==> src/rtl/program_launcher.sv <==
// program_launcher: sequences up to four program launches on a processor core.
// For each program it pulses req for REQ_CYCLES cycles, waits in RUN for a
// qualified ack (a high ack that follows at least one low ack cycle in RUN),
// and records how many RUN cycles elapsed before that ack.
// Optional feature: define PROGRAM_LAUNCHER_TIMEOUT_EN to abort a sequence
// once a program has spent TIMEOUT_CYCLES cycles in RUN without an ack.
// Without the macro, RUN waits indefinitely and timeout_err is tied low.
module program_launcher #(
   parameter int unsigned REQ_CYCLES     = 2,
   parameter int unsigned TIMEOUT_CYCLES = 4095
) (
   input  logic        clock,
   input  logic        reset_n,
   input  logic        go,
   input  logic [1:0]  num_progs,
   input  logic        ack,
   output logic        req,
   output logic [1:0]  prog_sel,
   output logic        busy,
   output logic        done,
   output logic        timeout_err,
   output logic [15:0] cycles,
   output logic        cycles_valid
);

   localparam logic [2:0] S_IDLE   = 3'd0;
   localparam logic [2:0] S_START  = 3'd1;
   localparam logic [2:0] S_RUN    = 3'd2;
   localparam logic [2:0] S_RECORD = 3'd3;
   localparam logic [2:0] S_FINISH = 3'd4;

   // Index of the last START cycle; the req window is REQ_CYCLES long.
   localparam logic [3:0] REQ_LAST = 4'(REQ_CYCLES - 1);

   logic [2:0]  state_q, state_d;
   logic        req_q, req_d;
   logic [3:0]  req_cnt_q, req_cnt_d;
   logic [1:0]  prog_sel_q, prog_sel_d;
   logic [1:0]  num_q, num_d;
   logic [15:0] run_cnt_q, run_cnt_d;
   logic        arm_q, arm_d;
   logic [15:0] cycles_q, cycles_d;
   logic        cycles_valid_q, cycles_valid_d;
   logic        done_q, done_d;
   logic        busy_q, busy_d;
   logic        qual_ack_s;

`ifdef PROGRAM_LAUNCHER_TIMEOUT_EN
   // RUN cycle index at which the abort fires, so exactly TIMEOUT_CYCLES RUN cycles elapse.
   localparam logic [15:0] TIMEOUT_LAST = 16'(TIMEOUT_CYCLES - 1);
   logic        timeout_err_q, timeout_err_d;
`endif

   // An ack only counts once it has been seen low during this RUN visit,
   // which filters both a stale level left over from the previous program
   // and a short ack pulse that landed inside the req window.
   assign qual_ack_s = ack & arm_q;

   // Next-state and next-output computation for the launch sequencer.
   always_comb begin
      state_d        = state_q;
      req_d          = req_q;
      req_cnt_d      = req_cnt_q;
      prog_sel_d     = prog_sel_q;
      num_d          = num_q;
      run_cnt_d      = run_cnt_q;
      arm_d          = arm_q;
      cycles_d       = cycles_q;
      cycles_valid_d = 1'b0;
      done_d         = 1'b0;
`ifdef PROGRAM_LAUNCHER_TIMEOUT_EN
      timeout_err_d  = timeout_err_q;
`endif
      case (state_q)
         S_IDLE: begin
            if (go) begin
               state_d    = S_START;
               req_d      = 1'b1;
               req_cnt_d  = 4'd0;
               prog_sel_d = 2'd0;
               num_d      = num_progs;
`ifdef PROGRAM_LAUNCHER_TIMEOUT_EN
               timeout_err_d = 1'b0;
`endif
            end else begin
               state_d = S_IDLE;
            end
         end
         S_START: begin
            if (req_cnt_q == REQ_LAST) begin
               state_d   = S_RUN;
               req_d     = 1'b0;
               run_cnt_d = 16'd0;
               arm_d     = 1'b0;
            end else begin
               req_cnt_d = req_cnt_q + 4'd1;
            end
         end
         S_RUN: begin
            if (qual_ack_s) begin
               state_d        = S_RECORD;
               cycles_d       = run_cnt_q;
               cycles_valid_d = 1'b1;
            end
`ifdef PROGRAM_LAUNCHER_TIMEOUT_EN
            else if (run_cnt_q == TIMEOUT_LAST) begin
               // Abort the whole sequence; remaining programs are skipped.
               state_d       = S_FINISH;
               done_d        = 1'b1;
               req_d         = 1'b0;
               timeout_err_d = 1'b1;
               run_cnt_d     = run_cnt_q + 16'd1;
            end
`endif
            else begin
               if (run_cnt_q != 16'hFFFF) begin
                  run_cnt_d = run_cnt_q + 16'd1;
               end else begin
                  run_cnt_d = run_cnt_q;
               end
               if (!ack) begin
                  arm_d = 1'b1;
               end else begin
                  arm_d = arm_q;
               end
            end
         end
         S_RECORD: begin
            if (prog_sel_q == num_q) begin
               state_d = S_FINISH;
               done_d  = 1'b1;
            end else begin
               state_d    = S_START;
               prog_sel_d = prog_sel_q + 2'd1;
               req_d      = 1'b1;
               req_cnt_d  = 4'd0;
            end
         end
         S_FINISH: begin
            state_d = S_IDLE;
         end
         default: begin
            state_d = S_IDLE;
            req_d   = 1'b0;
         end
      endcase
      busy_d = (state_d != S_IDLE);
   end

   // State and registered outputs; reset forces IDLE with req low at once.
   always_ff @(posedge clock or negedge reset_n) begin
      if (!reset_n) begin
         state_q        <= S_IDLE;
         req_q          <= 1'b0;
         req_cnt_q      <= 4'd0;
         prog_sel_q     <= 2'd0;
         num_q          <= 2'd0;
         run_cnt_q      <= 16'd0;
         arm_q          <= 1'b0;
         cycles_q       <= 16'd0;
         cycles_valid_q <= 1'b0;
         done_q         <= 1'b0;
         busy_q         <= 1'b0;
      end else begin
         state_q        <= state_d;
         req_q          <= req_d;
         req_cnt_q      <= req_cnt_d;
         prog_sel_q     <= prog_sel_d;
         num_q          <= num_d;
         run_cnt_q      <= run_cnt_d;
         arm_q          <= arm_d;
         cycles_q       <= cycles_d;
         cycles_valid_q <= cycles_valid_d;
         done_q         <= done_d;
         busy_q         <= busy_d;
      end
   end

`ifdef PROGRAM_LAUNCHER_TIMEOUT_EN
   // Sticky abort flag, cleared only when the next go is accepted.
   always_ff @(posedge clock or negedge reset_n) begin
      if (!reset_n) begin
         timeout_err_q <= 1'b0;
      end else begin
         timeout_err_q <= timeout_err_d;
      end
   end
   assign timeout_err = timeout_err_q;
`else
   assign timeout_err = 1'b0;
`endif

   assign req          = req_q;
   assign prog_sel     = prog_sel_q;
   assign busy         = busy_q;
   assign done         = done_q;
   assign cycles       = cycles_q;
   assign cycles_valid = cycles_valid_q;

endmodule

==> config.mk <==
export PLATFORM = sky130hd
export DESIGN_NAME = program_launcher
export DESIGN_NICKNAME = d
export VERILOG_FILES = /design/src/rtl/program_launcher.sv
export SDC_FILE = /design/constraint.sdc
export NUM_CORES = 1
export LEC_CHECK = 0
export CORE_UTILIZATION = 45
export DETAILED_ROUTE_END_ITERATION = 16
export DONT_BUFFER_PORTS = 1
export PLACE_DENSITY = 0.71
export SETUP_SLACK_MARGIN = 0.05
export SYNTH_ARGS = -nofsm -noshare
export SYNTH_HDL_FRONTEND = slang
export SYNTH_SLANG_ARGS = --single-unit
==> constraint.sdc <==
create_clock -name clock -period 2.83 [get_ports clock]
set_clock_uncertainty 0.15 [all_clocks]
set_input_delay 0.4245 -clock clock [delete_from_list [all_inputs] [get_ports clock]]
set_output_delay 0.4245 -clock clock [all_outputs]
set_load 0.02 [all_outputs]
Word level (Yosys, flattened, before mapping)
Index checks and enable logic that the tools add are counted.

Register bits after elaboration: 48. Bits of input ports: 6. Output and inout port bits: 23. Word-level logic and storage cells: 70.

Add/sub/neg operators: 3. Eq/ne operators: 14. Multiplexer cells: 27. Bitwise operators: 2. Reduce and logical (&&, ||, !) cells: 13.

Operator list (number): $mux W16 (3); $pmux W16 S2 (1); $add A16 B1 Y16 const B (1); $ne A16 B16 Y1 const B (1); $reduce_and A4 Y1 (4); $ne A2 B2 Y1 const B (7); $mux W4 (3); $pmux W3 S4 (1); $pmux W4 S3 (1); $mux W1 (10); $mux W3 (3); $eq A3 B2 Y1 const B (2); $reduce_bool A3 Y1 (2); $add A4 B1 Y4 const B (1); $eq A4 B1 Y1 const B (1); $mux W2 (2); $pmux W1 S4 (1); $pmux W2 S2 (1); $reduce_and A2 Y1 (2); $reduce_bool A2 Y1 (2); $eq A3 B1 Y1 const B (1); $eq A3 B3 Y1 const B (1); $logic_not A3 Y1 (1); $reduce_and A3 Y1 (1); 6 further kinds (6).

Longest topological paths before layout
Gate-level depths: netlist of the first run.

Depth in word-level cells: 4. Gate-level depth with buffers: 6. Depth with buffers taken out: 6.

Least setup slack after synthesis of the first run
Ideal clock, no wire load.

Kind: register -> register. Start: register req_cnt_q[1]. End: register run_cnt_q[14]. Setup time: 0.124 ns. Arrival time: 1.553 ns. Required time: 2.556 ns. Setup slack: 1.003 ns. Stages on the path, launching flop included: 7. Buffers on the path: 0. Clock period less this slack: 1.827 ns. Cells stage by stage: dfrtp_1 -> inv_1 -> ha_1 -> nor3b_1 -> a22oi_1 -> a21o_4 -> a211o_1.

Cells in the longest elaborated chain, start to end: 3.

RTL lines: from (decl) (line 37) `logic [3:0] req_cnt_q, req_cnt_d;`; from (signal assigned) (line 167) `req_cnt_q <= req_cnt_d;`; $eq A4 B1 Y1 (line 90) `if (req_cnt_q == REQ_LAST) begin`; $ne A2 B2 Y1 (no source line); $reduce_and A4 Y1 (no source line); to (signal assigned) (line 170) `run_cnt_q <= run_cnt_d;`; to (decl) (line 40) `logic [15:0] run_cnt_q, run_cnt_d;`.

Every way passes these cells. A chain may end at the register's enable or synchronous reset.

Worst setup path after layout of the first run
Start: register state_q[2]. End: register cycles_q[4], in the netlist cycles[4].

Cells in the longest elaborated chain, start to end: 2.

RTL lines: from (decl) (line 35) `logic [2:0] state_q, state_d;`; from (signal assigned) (line 165) `state_q <= state_d;`; $eq A3 B2 Y1 (line 74) `case (state_q)`; $reduce_and A2 Y1 (no source line); to (signal assigned) (line 172) `cycles_q <= cycles_d;`; to (decl) (line 42) `logic [15:0] cycles_q, cycles_d;`.

Every way passes these cells.

==> results_tabular.tex, run 1 <==
\begin{tabular}{lr}
\hline
Metric & Value \\
\hline
\multicolumn{2}{l}{\textbf{Outcome}} \\
Run status & finished clean \\
\multicolumn{2}{l}{\textbf{Placement}} \\
Port Buf Inserts & 0 \\
Routability-driven placement congestion ratio & 0.841 \\
Sum of net half-perimeters after detailed placement & roughly 3.2 mm \\
\multicolumn{2}{l}{\textbf{CTS}} \\
Cts repair resizes & 0 \\
Number of clock sinks seen by CTS & 48 \\
Number of hold-repair buffers added at the cts stage & 2 \\
Root Buffer Master & sky130\_fd\_sc\_hd\_\_clkbuf\_8 \\
Clock-pin slew of the registers on the worst-case setup and hold paths & 80 ps \\
Clock network latency to the later pin of the worst-skew pair & approximately 300 ps \\
H-tree depth reported by CTS & 2 \\
Clock tree from TritonCTS & built \\
Maximum buffer depth of the clock tree & 2 \\
Postcts setup bufs & 0 \\
TritonCTS Buffers & 5 \\
\multicolumn{2}{l}{\textbf{Global routing}} \\
Maximum number of pins on one net before global-route repair & between 40 and 50 \\
GRT Resource Usage Total & between 10\% and 20\% \\
Number of global-route vias before repair & around 1,700 \\
Overflow left after global routing & 0 \\
First-pass GRT wire length & 8.06 mm \\
Number of antenna violations at the first check in global routing & 0 \\
\multicolumn{2}{l}{\textbf{Worst setup path}} \\
Critical Path End Type & register \\
R2R Setup Slk & around 620 ps \\
CP Max Fanout & 17 \\
Data required time of the worst path & around 2900 ps \\
Worst endpoint data arrival time & 2250 ps \\
Beginning of the worst register-to-register path & state\_q[2] \\
Start-to-end type of the worst setup path & register to register \\
Startpoint kind of the worst setup timing path & register \\
Worst r2r dst & cycles[4] \\
Depth of the worst register-to-register path & 3 \\
\multicolumn{2}{l}{\textbf{Timing}} \\
Post-route minimum period & roughly 2200 ps \\
FMAX & about 450 MHz \\
Tightest Pin Transition & between 600 and 700 ps \\
Final Hold Violating Endpoints & 0 \\
Final-layout setup total negative slack & 0 ps \\
Count of final max-slew check failures & 0 \\
Final-layout worst hold slack & between 100 and 150 ps \\
Ratio of final minimum period to clock period & 78.2\% \\
Final setup fails & 0 \\
Unrepaired setup endpoints after global routing & no \\
Slew headroom & between 50\% and 60\% \\
\multicolumn{2}{l}{\textbf{Min path}} \\
Worst hold path startpoint & go \\
Hold depth & 2 \\
Worst hold path class & primary input to register \\
Worst Hold End & busy \\
\multicolumn{2}{l}{\textbf{Detailed routing}} \\
Mean number of vias per cell & 5.89 \\
First-pass iteration count of the detailed router & 4 \\
Violation count after the first detailed-route iteration & between 90 and 100 \\
Vias after detailed routing & around 1,700 \\
Antenna violation net count after detailed routing & 0 \\
Average routed wire per standard cell & 15.9 um \\
Total Wirelength & around 4.6 mm \\
Final routed DRC violation total & 0 \\
\multicolumn{2}{l}{\textbf{Synth}} \\
Mean post-synth cell area & roughly 11 um2 \\
Fraction of registers with async set or reset after synthesis & between 90\% and 100\% \\
Post-Syn Instances & approximately 220 \\
Number of enable-type register cells in the synthesized netlist & 0 \\
Distinct cell type count of the synthesized netlist & 54 \\
Sequential element share of the synthesized area & slightly below 50\% \\
Top flip-flop cell by instance count after synthesis & sky130\_fd\_sc\_hd\_\_dfrtp\_1 \\
Mapped Area & 2470 um2 \\
Post-synth net total & 227 \\
Number of synthesized register bits & 48 \\
Number of warnings printed during yosys synthesis & 0 \\
\multicolumn{2}{l}{\textbf{Power}} \\
Largest vdd supply drop & 0.000292 V \\
Cell area power density & 750 nW/um2 \\
Static power due to leakage & roughly 1.2 nW \\
\multicolumn{2}{l}{\textbf{Floorplan}} \\
Initial cell density of the core & between 40\% and 50\% \\
Number of standard-cell rows in the floorplan & 26 \\
Chip Width & $\sim$76 um \\
Die Footprint & 5790 um2 \\
Die span in y & $\sim$76 um \\
I/O pin count & 29 \\
Core box area & 5200 um2 \\
\multicolumn{2}{l}{\textbf{Final layout}} \\
Area growth from synthesis to layout & 6.89\% \\
Share of cells above drive strength 1 & between 10\% and 20\% \\
Footprint of the multi-input gates & 1200 um2 \\
Fin nets & 230 \\
Filler instances & around 460 \\
FF/Latch Area & around 1200 um2 \\
Utilization of the core after routing & about 51\% \\
Antenna fix cells & 0 \\
\multicolumn{2}{l}{\textbf{Flow run}} \\
Max-capacitance violation count & 0 \\
\hline
\end{tabular}
-- logic make-up (layout without fill, tap and decap cells) --
| family | Yosys count | after routing | share of synthesized area (%) |
|---|---|---|---|
| flip-flops | 48 | 48 | 48.6 |
| other | 1 | 1 | 0.152 |
| multiplexers | 22 | 22 | 9.92 |
| buffers and inverters | 12 | 16 | 2.89 |
| AND/OR/NAND/NOR | 71 | 71 | 17.9 |
| XOR/XNOR | 2 | 2 | 0.709 |
| adder cells (fa/ha/maj) | 3 | 3 | 1.52 |
| AO/OA/AOI/OAI | 59 | 59 | 18.3 |
-- worst max-delay path, cell delays in order (launching register included) --
cell                      delay (ps)
sky130_fd_sc_hd__dfrtp_1         560
sky130_fd_sc_hd__or3b_4          570
sky130_fd_sc_hd__nor2_4          430
sky130_fd_sc_hd__mux2_2          390
-- flip-flops by register name (all words and copies together), names as in the netlist --
signal	flops
prog_sel	2
cycles	16
cycles_valid	1
busy	1
state_q	3
done	1
arm_q	1
req	1
num_q	2
req_cnt_q	4
run_cnt_q	16
-- metal layers --
| metal | share of wire, % | up-vias | routed length [um] | track usage, % |
|---|---|---|---|---|
| met1 | 48 | 841 | 2220 | 24.7 |
| met3 | 5.6 | 9 | 257 | 3.59 |
| li1 | - | 826 | - | - |
| met2 | 44 | 43 | 2050 | 24.9 |
| met4 | 2.2 | 0 | 101 | 8.65 |
| met5 | 0 | - | 0 | 0 |
-- synthesized netlist by cell type (3+ instances only) --
library cell / n / area, um2
sky130_fd_sc_hd__ha_1: 3 / 37.5
sky130_fd_sc_hd__nand3_1: 9 / 45.0
sky130_fd_sc_hd__nand2b_1: 3 / 18.8
sky130_fd_sc_hd__inv_1: 5 / 18.8
sky130_fd_sc_hd__a211oi_1: 3 / 22.5
sky130_fd_sc_hd__nor4_1: 3 / 18.8
sky130_fd_sc_hd__dfrtp_1: 48 / 1200
sky130_fd_sc_hd__and3_1: 4 / 25.0
sky130_fd_sc_hd__buf_4: 3 / 22.5
sky130_fd_sc_hd__a211o_1: 3 / 26.3
sky130_fd_sc_hd__nand4_1: 3 / 18.8
sky130_fd_sc_hd__o21bai_1: 3 / 22.5
sky130_fd_sc_hd__nor3_1: 8 / 40.0
sky130_fd_sc_hd__mux2_2: 20 / 225
sky130_fd_sc_hd__o21ai_0: 13 / 65.1
sky130_fd_sc_hd__a2bb2oi_1: 3 / 26.3
sky130_fd_sc_hd__a21oi_1: 7 / 35.0
sky130_fd_sc_hd__nand2_1: 14 / 52.6
sky130_fd_sc_hd__nor2_1: 8 / 30.0
sky130_fd_sc_hd__o211ai_1: 3 / 22.5
sky130_fd_sc_hd__nor3b_1: 3 / 22.5
sky130_fd_sc_hd__o22a_2: 4 / 40.0
-- area by class of cell --
type                            instances  area share, %
Clock buffer                            8           3.41
Inverter                                5          0.711
Multi-Input combinational cell        158           45.4
Sequential cell                        48           45.5
Tap cell                               70           3.32
Timing Repair Buffer                    3           1.71
-- power by group --
part / switching [mW] / leakage, nW / internal, mW / total [mW]
Clock: 0.216 / 0.0455 / 0.200 / 0.416
Sequential: 0.205 / 0.645 / 0.802 / 1.01
Combinational: 0.305 / 0.471 / 0.253 / 0.558
-- worst max-delay path by stage --
stage / startpoint / to / slack [ps] / cells after the start
6_report: state_q[2] / cycles[4] / 620 / 3
3_3_place_gp: state_q[2] / run_cnt_q[14] / 660 / 4
3_5_place_dp: state_q[2] / cycles[4] / 630 / 3
4_1_cts: state_q[2] / cycles[4] / 610 / 3
5_1_grt: state_q[2] / cycles[2] / 520 / 3
2_1_floorplan: req_cnt_q[1] / run_cnt_q[14] / 1000 / 6
-- layout by cell type (no fill, tap or decap), drive strengths merged, types with 2 or more instances in the layout --
cell	count
mux2	20
a31oi	2
inv	5
xnor2	2
nand4	4
a22oi	2
nor3b	5
a211o	3
nand2b	3
o22a	5
a2bb2oi	4
a21boi	2
and3	4
dfrtp	48
nor3	8
ha	3
and4	2
o211a	2
buf	2
and2	2
o21bai	3
nor2	10
o21ai	13
nand2	14
nand3	9
nor4	4
clkbuf	8
a21oi	9
a21o	3
o211ai	3
mux2i	2
a211oi	3
-- metrics by stage --
step	power (mW)	setup slack, ps	cell area [um2]	instances
floorplan	1.46	1000	2470	218
global placement	1.55	663	2510	282
detailed placement	1.56	626	2510	282
CTS	2.00	614	2640	292
global route	2.11	521	2640	292
finish	1.98	617	2640	292
No activity file was read; power rests on OpenSTA's default activity.
==> inputs of run 2 (changes only) <==
PLACE_DENSITY = 0.73   (was 0.71)
clock period = 2 ns   (was 2.83 ns; I/O delays follow)
==> run 2 against run 1 <==
Compared with the run above: non-clock buffer count rose by 21; register-to-register slack worse by 490 ps; via count increased by 5.1%; flip-flop and latch count unchanged; final area up 6.5%; sequential power rose by 35%; first-iteration DRC count up 45%; largest cell class is now multi-input gates; largest power group unchanged.
==> results_tabular.tex, run 2 (same netlist as run 1, synthesis figures left out) <==
\begin{tabular}{lr}
\hline
Metric & Value \\
\hline
\multicolumn{2}{l}{\textbf{Global routing}} \\
GRT Resource Usage Total & 18.7\% (+1.4 points) \\
Number of global-route vias before repair & 1,766 (+5.9\%) \\
First-pass GRT wire length & 8.62 mm (+6.9\%) \\
Maximum number of pins on one net before global-route repair & 49 (unchanged) \\
Number of antenna violations at the first check in global routing & 0 (unchanged) \\
Overflow left after global routing & 0 (unchanged) \\
\multicolumn{2}{l}{\textbf{Detailed routing}} \\
Vias after detailed routing & 1,806 (+5.1\%) \\
Final routed DRC violation total & 0 (unchanged) \\
Violation count after the first detailed-route iteration & 135 (+45\%) \\
Total Wirelength & 4.95 mm (+6.9\%) \\
Antenna violation net count after detailed routing & 0 (unchanged) \\
First-pass iteration count of the detailed router & 4 (unchanged) \\
Mean number of vias per cell & 5.79 (-1.7\%) \\
Average routed wire per standard cell & 15.9 um (about the same) \\
\multicolumn{2}{l}{\textbf{Worst setup path}} \\
Critical Path End Type & register \\
Startpoint kind of the worst setup timing path & register \\
Critical Path Max Stage Delay & 530 ps (-40 ps) \\
Crit path max-delay cell type & sky130\_fd\_sc\_hd\_\_or3b\_4 \\
Start-to-end type of the worst setup path & register to register \\
Worst endpoint data arrival time & 1910 ps (-340 ps) \\
CP Max Fanout & 17 (unchanged) \\
Crit-path cells & or3b\_4, nor2\_4, buf\_12, mux2\_2 \\
Data required time of the worst path & 2040 ps (-820 ps) \\
\multicolumn{2}{l}{\textbf{Timing}} \\
Count of final max-slew check failures & 0 (unchanged) \\
Final setup fails & 0 (unchanged) \\
Ratio of final minimum period to clock period & 93.8\% (+16 points) \\
FMAX & 533 MHz (+18\%) \\
Final Hold Violating Endpoints & 0 (unchanged) \\
Unrepaired setup endpoints after global routing & no \\
Post-route minimum period & 1880 ps (-336 ps) \\
Final-layout setup total negative slack & 0 ps (unchanged) \\
Final-layout worst hold slack & 87.1 ps (-26.1 ps) \\
\multicolumn{2}{l}{\textbf{CTS}} \\
H-tree depth reported by CTS & 2 (unchanged) \\
TritonCTS Buffers & 5 (unchanged) \\
Clock network latency to the later pin of the worst-skew pair & 300 ps (about the same) \\
Number of clock sinks seen by CTS & 48 (unchanged) \\
Clock-pin slew of the registers on the worst-case setup and hold paths & 80 ps (about the same) \\
Clock tree from TritonCTS & built \\
Root Buffer Master & sky130\_fd\_sc\_hd\_\_clkbuf\_8 \\
Maximum buffer depth of the clock tree & 2 (unchanged) \\
\multicolumn{2}{l}{\textbf{Placement}} \\
Routability-driven placement congestion ratio & 0.884 (+5.0\%) \\
Sum of net half-perimeters after detailed placement & 3.36 mm (+6.7\%) \\
Port Buf Inserts & 0 (unchanged) \\
\multicolumn{2}{l}{\textbf{Final layout}} \\
Area growth from synthesis to layout & 13.9\% \\
Top library cells by usage in the layout, fill and taps aside & sky130\_fd\_sc\_hd\_\_dfrtp\_1 (47), sky130\_fd\_sc\_hd\_\_mux2\_2 (20), sky130\_fd\_sc\_hd\_\_buf\_4 (18) \\
Antenna fix cells & 0 (unchanged) \\
Fin nets & 251 (+9.1\%) \\
Leading cell type in the layout, fill and taps excluded & sky130\_fd\_sc\_hd\_\_dfrtp\_1 \\
Share of cells above drive strength 1 & 26.9\% (+7.0 points) \\
\multicolumn{2}{l}{\textbf{Floorplan}} \\
Initial cell density of the core & 47.5\% (unchanged) \\
Core box area & 5200 um2 (unchanged) \\
I/O pin count & 29 (unchanged) \\
Number of standard-cell rows in the floorplan & 26 (unchanged) \\
Chip Width & 76.1 um (unchanged) \\
Die span in y & 76.1 um (unchanged) \\
Die Footprint & 5790 um2 (unchanged) \\
\multicolumn{2}{l}{\textbf{Power}} \\
Part of the power in the clock network & 18.9\% (-2.1 points) \\
Largest vdd supply drop & 0.000479 V (+64\%) \\
Net Sw Power & 1.07 mW (+47\%) \\
Static power due to leakage & 1.26 nW (+8.9\%) \\
Cell area power density & 1030 nW/um2 (+38\%) \\
Switching fraction of total power & 36.8\% (+0.10 points) \\
Part of the power in registers & 47.0\% (-3.9 points) \\
Cell internal pwr & 1.84 mW (+46\%) \\
Proportion of power drawn by combinational gates & 34.1\% (+5.9 points) \\
\multicolumn{2}{l}{\textbf{Min path}} \\
Worst hold path class & primary input to register \\
\multicolumn{2}{l}{\textbf{Outcome}} \\
Run status & finished clean \\
\multicolumn{2}{l}{\textbf{Flow run}} \\
Max-capacitance violation count & 0 (unchanged) \\
\hline
\end{tabular}
run 2: worst paths after layout:
kind / startpoint / endpoint / slack (ps) / depth (start not counted)
worst max-delay path: state_q[2] / cycles[2] / 120 / 4
worst min-delay path: ack / arm_q / 90 / 3
worst max register to register: state_q[2] / cycles[2] / 120 / 4
worst min register to register: num_q[1] / num_q[1] / 390 / 1
max in group asynchronous: reset_n / run_cnt_q[15] / 1130 / 2
min in group asynchronous: reset_n / cycles[0] / 340 / 2
run 2: layer usage:
metal | vias up | track usage [%] | share of wire [%]
met5 | - | 0 | 0
met4 | 0 | 8.46 | 1.9
met3 | 8 | 5.15 | 5.3
met2 | 49 | 28.5 | 45
met1 | 878 | 25.0 | 48
li1 | 871 | - | -
run 2: final cells by class:
class,count,area [um2]
fill,469,2390
multi-input combinational,158,1200
sequential,48,1200
timing repair buffer,24,223
tap,70,87.6
clock buffer,6,72.6
inverter,5,18.8
clock inverter,1,5.00
run 2: worst max-delay path, delay by kind of cell (launching register included):
kind                   cells  cell delay [ps]
flip-flops                 1              450
multiplexers               1              340
AND/OR/NAND/NOR            2              660
buffers and inverters      1              160
run 2: power by group through the flow:
stage                     registers (mW)  clock network, mW  logic (mW)
after floorplan                     1.36                  0       0.702
after global placement              1.37                  0       0.933
after detailed placement            1.38                  0       0.951
after CTS                           1.36              0.562       0.988
after global routing                1.39              0.603        1.10
final                               1.36              0.549       0.992
run 2: what timing repair did:
item | in CTS | in global routing
hold endpoints to repair | 51 | 0
pin swaps | 1 | 0
hold buffers | 5 | 0
setup endpoints to repair | 3 | 4
resized for setup | 1 | 2
buffers inserted | 1 | 0
run 2: through the flow:
stage / setup WS [ps] / utilization (%) / instance area [um2] / std cells / total power, mW
final: 123 / 54.1 / 2810 / 312 / 2.91
after floorplan: 173 / - / 2470 / 218 / 2.06
after global routing: 55.3 / 54.1 / 2810 / 312 / 3.09
after detailed placement: 37.4 / 51.0 / 2650 / 299 / 2.33
after global placement: 71.4 / 51.0 / 2650 / 299 / 2.31
after CTS: 123 / 54.0 / 2810 / 312 / 2.91
==> inputs of run 3 (changes only) <==
CORE_ASPECT_RATIO = 1.4   (was not set)
MAX_ROUTING_LAYER = met4   (was not set)
==> run 3 against run 2 <==
Compared with the run above: sequential share of layout area down 0.64 points; total power is 2.1% higher; clock-buffer cell count decreased by 1; worst setup slack got worse by 25 ps; wire length rose by 3.0%; non-clock buffer count increased by 2; hold slack worse by 10 ps; critical path depth unchanged; register-to-register slack got worse by 20 ps; via count grew 0.11%; combinational power hardly changed; final area rose by 1.5%; largest power group unchanged.
==> results_tabular.tex, run 3 (same netlist as run 1, synthesis figures left out) <==
\begin{tabular}{lr}
\hline
Metric & Value \\
\hline
\multicolumn{2}{l}{\textbf{Detailed routing}} \\
Violation count after the first detailed-route iteration & 102 (-24\%) \\
First-pass iteration count of the detailed router & 4 (unchanged) \\
Mean number of vias per cell & 5.81 (+0.43\%) \\
Antenna violation net count after detailed routing & 0 (unchanged) \\
Total Wirelength & 5.10 mm (+3.0\%) \\
Final routed DRC violation total & 0 (unchanged) \\
Vias after detailed routing & 1,808 (+0.11\%) \\
Average routed wire per standard cell & 16.4 um (+3.3\%) \\
\multicolumn{2}{l}{\textbf{Outcome}} \\
Run status & finished clean \\
\multicolumn{2}{l}{\textbf{Floorplan}} \\
Die Footprint & 5800 um2 (about the same) \\
Chip Width & 64.6 um (-15\%) \\
I/O pin count & 29 (unchanged) \\
Core box area & 5240 um2 (+0.60\%) \\
Initial cell density of the core & 47.2\% (-0.28 points) \\
Die span in y & 89.7 um (+18\%) \\
Number of standard-cell rows in the floorplan & 31 (+19\%) \\
\multicolumn{2}{l}{\textbf{Worst setup path}} \\
Worst endpoint data arrival time & 1950 ps (+40 ps) \\
Crit-path cells & or3b\_4, nor2\_4, buf\_12, mux2\_2 \\
Start-to-end type of the worst setup path & register to register \\
Worst Path Buf+Inv & 1 (unchanged) \\
Critical Path End Type & register \\
Data required time of the worst path & 2050 ps (about the same) \\
Startpoint kind of the worst setup timing path & register \\
CP Max Fanout & 17 (unchanged) \\
Crit path max-delay cell type & sky130\_fd\_sc\_hd\_\_or3b\_4 \\
Critical Path Max Stage Delay & 510 ps (-20 ps) \\
CP top delay family & simple AND/OR/NAND/NOR gates \\
\multicolumn{2}{l}{\textbf{Power}} \\
Cell area power density & 1040 nW/um2 (+0.54\%) \\
Proportion of power drawn by combinational gates & 34.4\% (+0.3 points) \\
Net Sw Power & 1.10 mW (+2.7\%) \\
Part of the power in registers & 46.0\% (-1.0 points) \\
Largest vdd supply drop & 0.000536 V (+12\%) \\
Final total power & 2.97 mW (+2.1\%) \\
Cell internal pwr & 1.87 mW (+1.7\%) \\
Switching fraction of total power & 37.0\% (+0.24 points) \\
Part of the power in the clock network & 19.6\% (+0.7 points) \\
Static power due to leakage & 1.28 nW (+0.94\%) \\
\multicolumn{2}{l}{\textbf{Timing}} \\
Final setup fails & 0 (unchanged) \\
Post-route minimum period & 1900 ps (+24.8 ps) \\
Count of final max-slew check failures & 0 (unchanged) \\
Ratio of final minimum period to clock period & 95.1\% (+1.2 points) \\
Unrepaired setup endpoints after global routing & no \\
Final-layout setup total negative slack & 0 ps (unchanged) \\
Final Hold Violating Endpoints & 0 (unchanged) \\
Final-layout worst hold slack & 76.9 ps (-10.2 ps) \\
FMAX & 526 MHz (-1.3\%) \\
\multicolumn{2}{l}{\textbf{Placement}} \\
Placement Cell Area & 2640 um2 (-0.47\%) \\
Port Buf Inserts & 0 (unchanged) \\
Cell Count Post-Placement & 294 (-1.7\%) \\
Routability-driven placement congestion ratio & 0.894 (+1.1\%) \\
Sum of net half-perimeters after detailed placement & 3.57 mm (+6.2\%) \\
\multicolumn{2}{l}{\textbf{Final layout}} \\
Top library cells by usage in the layout, fill and taps aside & sky130\_fd\_sc\_hd\_\_dfrtp\_1 (47), sky130\_fd\_sc\_hd\_\_mux2\_2 (20), sky130\_fd\_sc\_hd\_\_buf\_4 (20) \\
Area growth from synthesis to layout & 15.6\% \\
Fin nets & 253 (+0.80\%) \\
Antenna fix cells & 0 (unchanged) \\
Share of cells above drive strength 1 & 29.4\% (+2.5 points) \\
Leading cell type in the layout, fill and taps excluded & sky130\_fd\_sc\_hd\_\_dfrtp\_1 \\
Non-filler cells, final & 311 (-0.32\%) \\
Post-route standard cell area excluding fillers & 2860 um2 (+1.5\%) \\
\multicolumn{2}{l}{\textbf{Global routing}} \\
Number of global-route vias before repair & 1,772 (+0.34\%) \\
First-pass GRT wire length & 8.45 mm (-2.0\%) \\
GRT Resource Usage Total & 19.7\% (+0.97 points) \\
Overflow left after global routing & 0 (unchanged) \\
Number of antenna violations at the first check in global routing & 0 (unchanged) \\
Maximum number of pins on one net before global-route repair & 49 (unchanged) \\
\multicolumn{2}{l}{\textbf{CTS}} \\
Root Buffer Master & sky130\_fd\_sc\_hd\_\_clkbuf\_8 \\
Clock-pin slew of the registers on the worst-case setup and hold paths & 90 ps (about the same) \\
H-tree depth reported by CTS & 2 (unchanged) \\
TritonCTS Buffers & 5 (unchanged) \\
Clock tree from TritonCTS & built \\
Maximum buffer depth of the clock tree & 2 (unchanged) \\
Number of clock sinks seen by CTS & 48 (unchanged) \\
Clock network latency to the later pin of the worst-skew pair & 310 ps (about the same) \\
\multicolumn{2}{l}{\textbf{Flow run}} \\
Max-capacitance violation count & 0 (unchanged) \\
\multicolumn{2}{l}{\textbf{Min path}} \\
Worst hold path class & primary input to register \\
\hline
\end{tabular}
[run 3: changes by cell type in the layout (fill, tap and decap cells not counted), sizes merged]
cell      before  now
clkbuf         6    5
buf           20   22
clkinvlp       0    2
[run 3: layout make-up]
class                   instances  area, um2
clock buffers                   5       68.8
clock inverters                 3       23.8
fillers                       465       2380
inverters                       5       18.8
multi-input cells             158       1220
flip-flops and latches         48       1200
well taps                      66       82.6
repair buffers                 26        238
[run 3: worst reg2reg max path, cell delays in order (launching register included)]
cell	delay (ps)
sky130_fd_sc_hd__dfrtp_1	460
sky130_fd_sc_hd__or3b_4	510
sky130_fd_sc_hd__nor2_4	160
sky130_fd_sc_hd__buf_12	170
sky130_fd_sc_hd__mux2_2	350
[run 3: metrics by stage]
stage	worst slack, ps	utilization [%]
3_3_place_gp	30.0	50.4
5_1_grt	56.4	54.6
2_1_floorplan	173	-
3_5_place_dp	4.19	50.4
6_report	98.3	54.6
4_1_cts	64.1	53.7
[run 3: worst paths after layout]
kind | from | to | slack (ps) | cells after the start
worst max-delay path | state_q[0] | cycles[6] | 100 | 4
worst min-delay path | ack | run_cnt_q[0] | 80 | 3
worst max register to register | state_q[0] | cycles[6] | 100 | 4
worst min register to register | num_q[1] | num_q[1] | 390 | 1
max in group asynchronous | reset_n | run_cnt_q[1] | 1110 | 2
min in group asynchronous | reset_n | state_q[0] | 360 | 2
[run 3: per-layer routing]
metal / vias up / share of wire [%] / routed length, um / track usage (%)
met5: - / 0 / 0 / -
met4: 0 / 2.6 / 135 / 7.47
met3: 11 / 4.2 / 212 / 4.29
met2: 42 / 50 / 2570 / 32.8
met1: 886 / 43 / 2180 / 23.3
li1: 869 / - / - / -
[run 3: power by group through the flow]
stage,Sequential [mW],Combinational [mW],Clock [mW]
5_1_grt,1.40,1.14,0.636
4_1_cts,1.37,0.995,0.603
3_3_place_gp,1.37,0.932,0
3_5_place_dp,1.38,0.958,0
6_report,1.37,1.02,0.580
2_1_floorplan,1.36,0.702,0
[run 3: what timing repair did]
action	in CTS	in global routing
endpoints found under the setup margin	3	14
gates resized for setup	1	5
endpoints found under the hold margin	51	0
buffers inserted	1	3
hold buffers	5	0
pin swaps	1	1
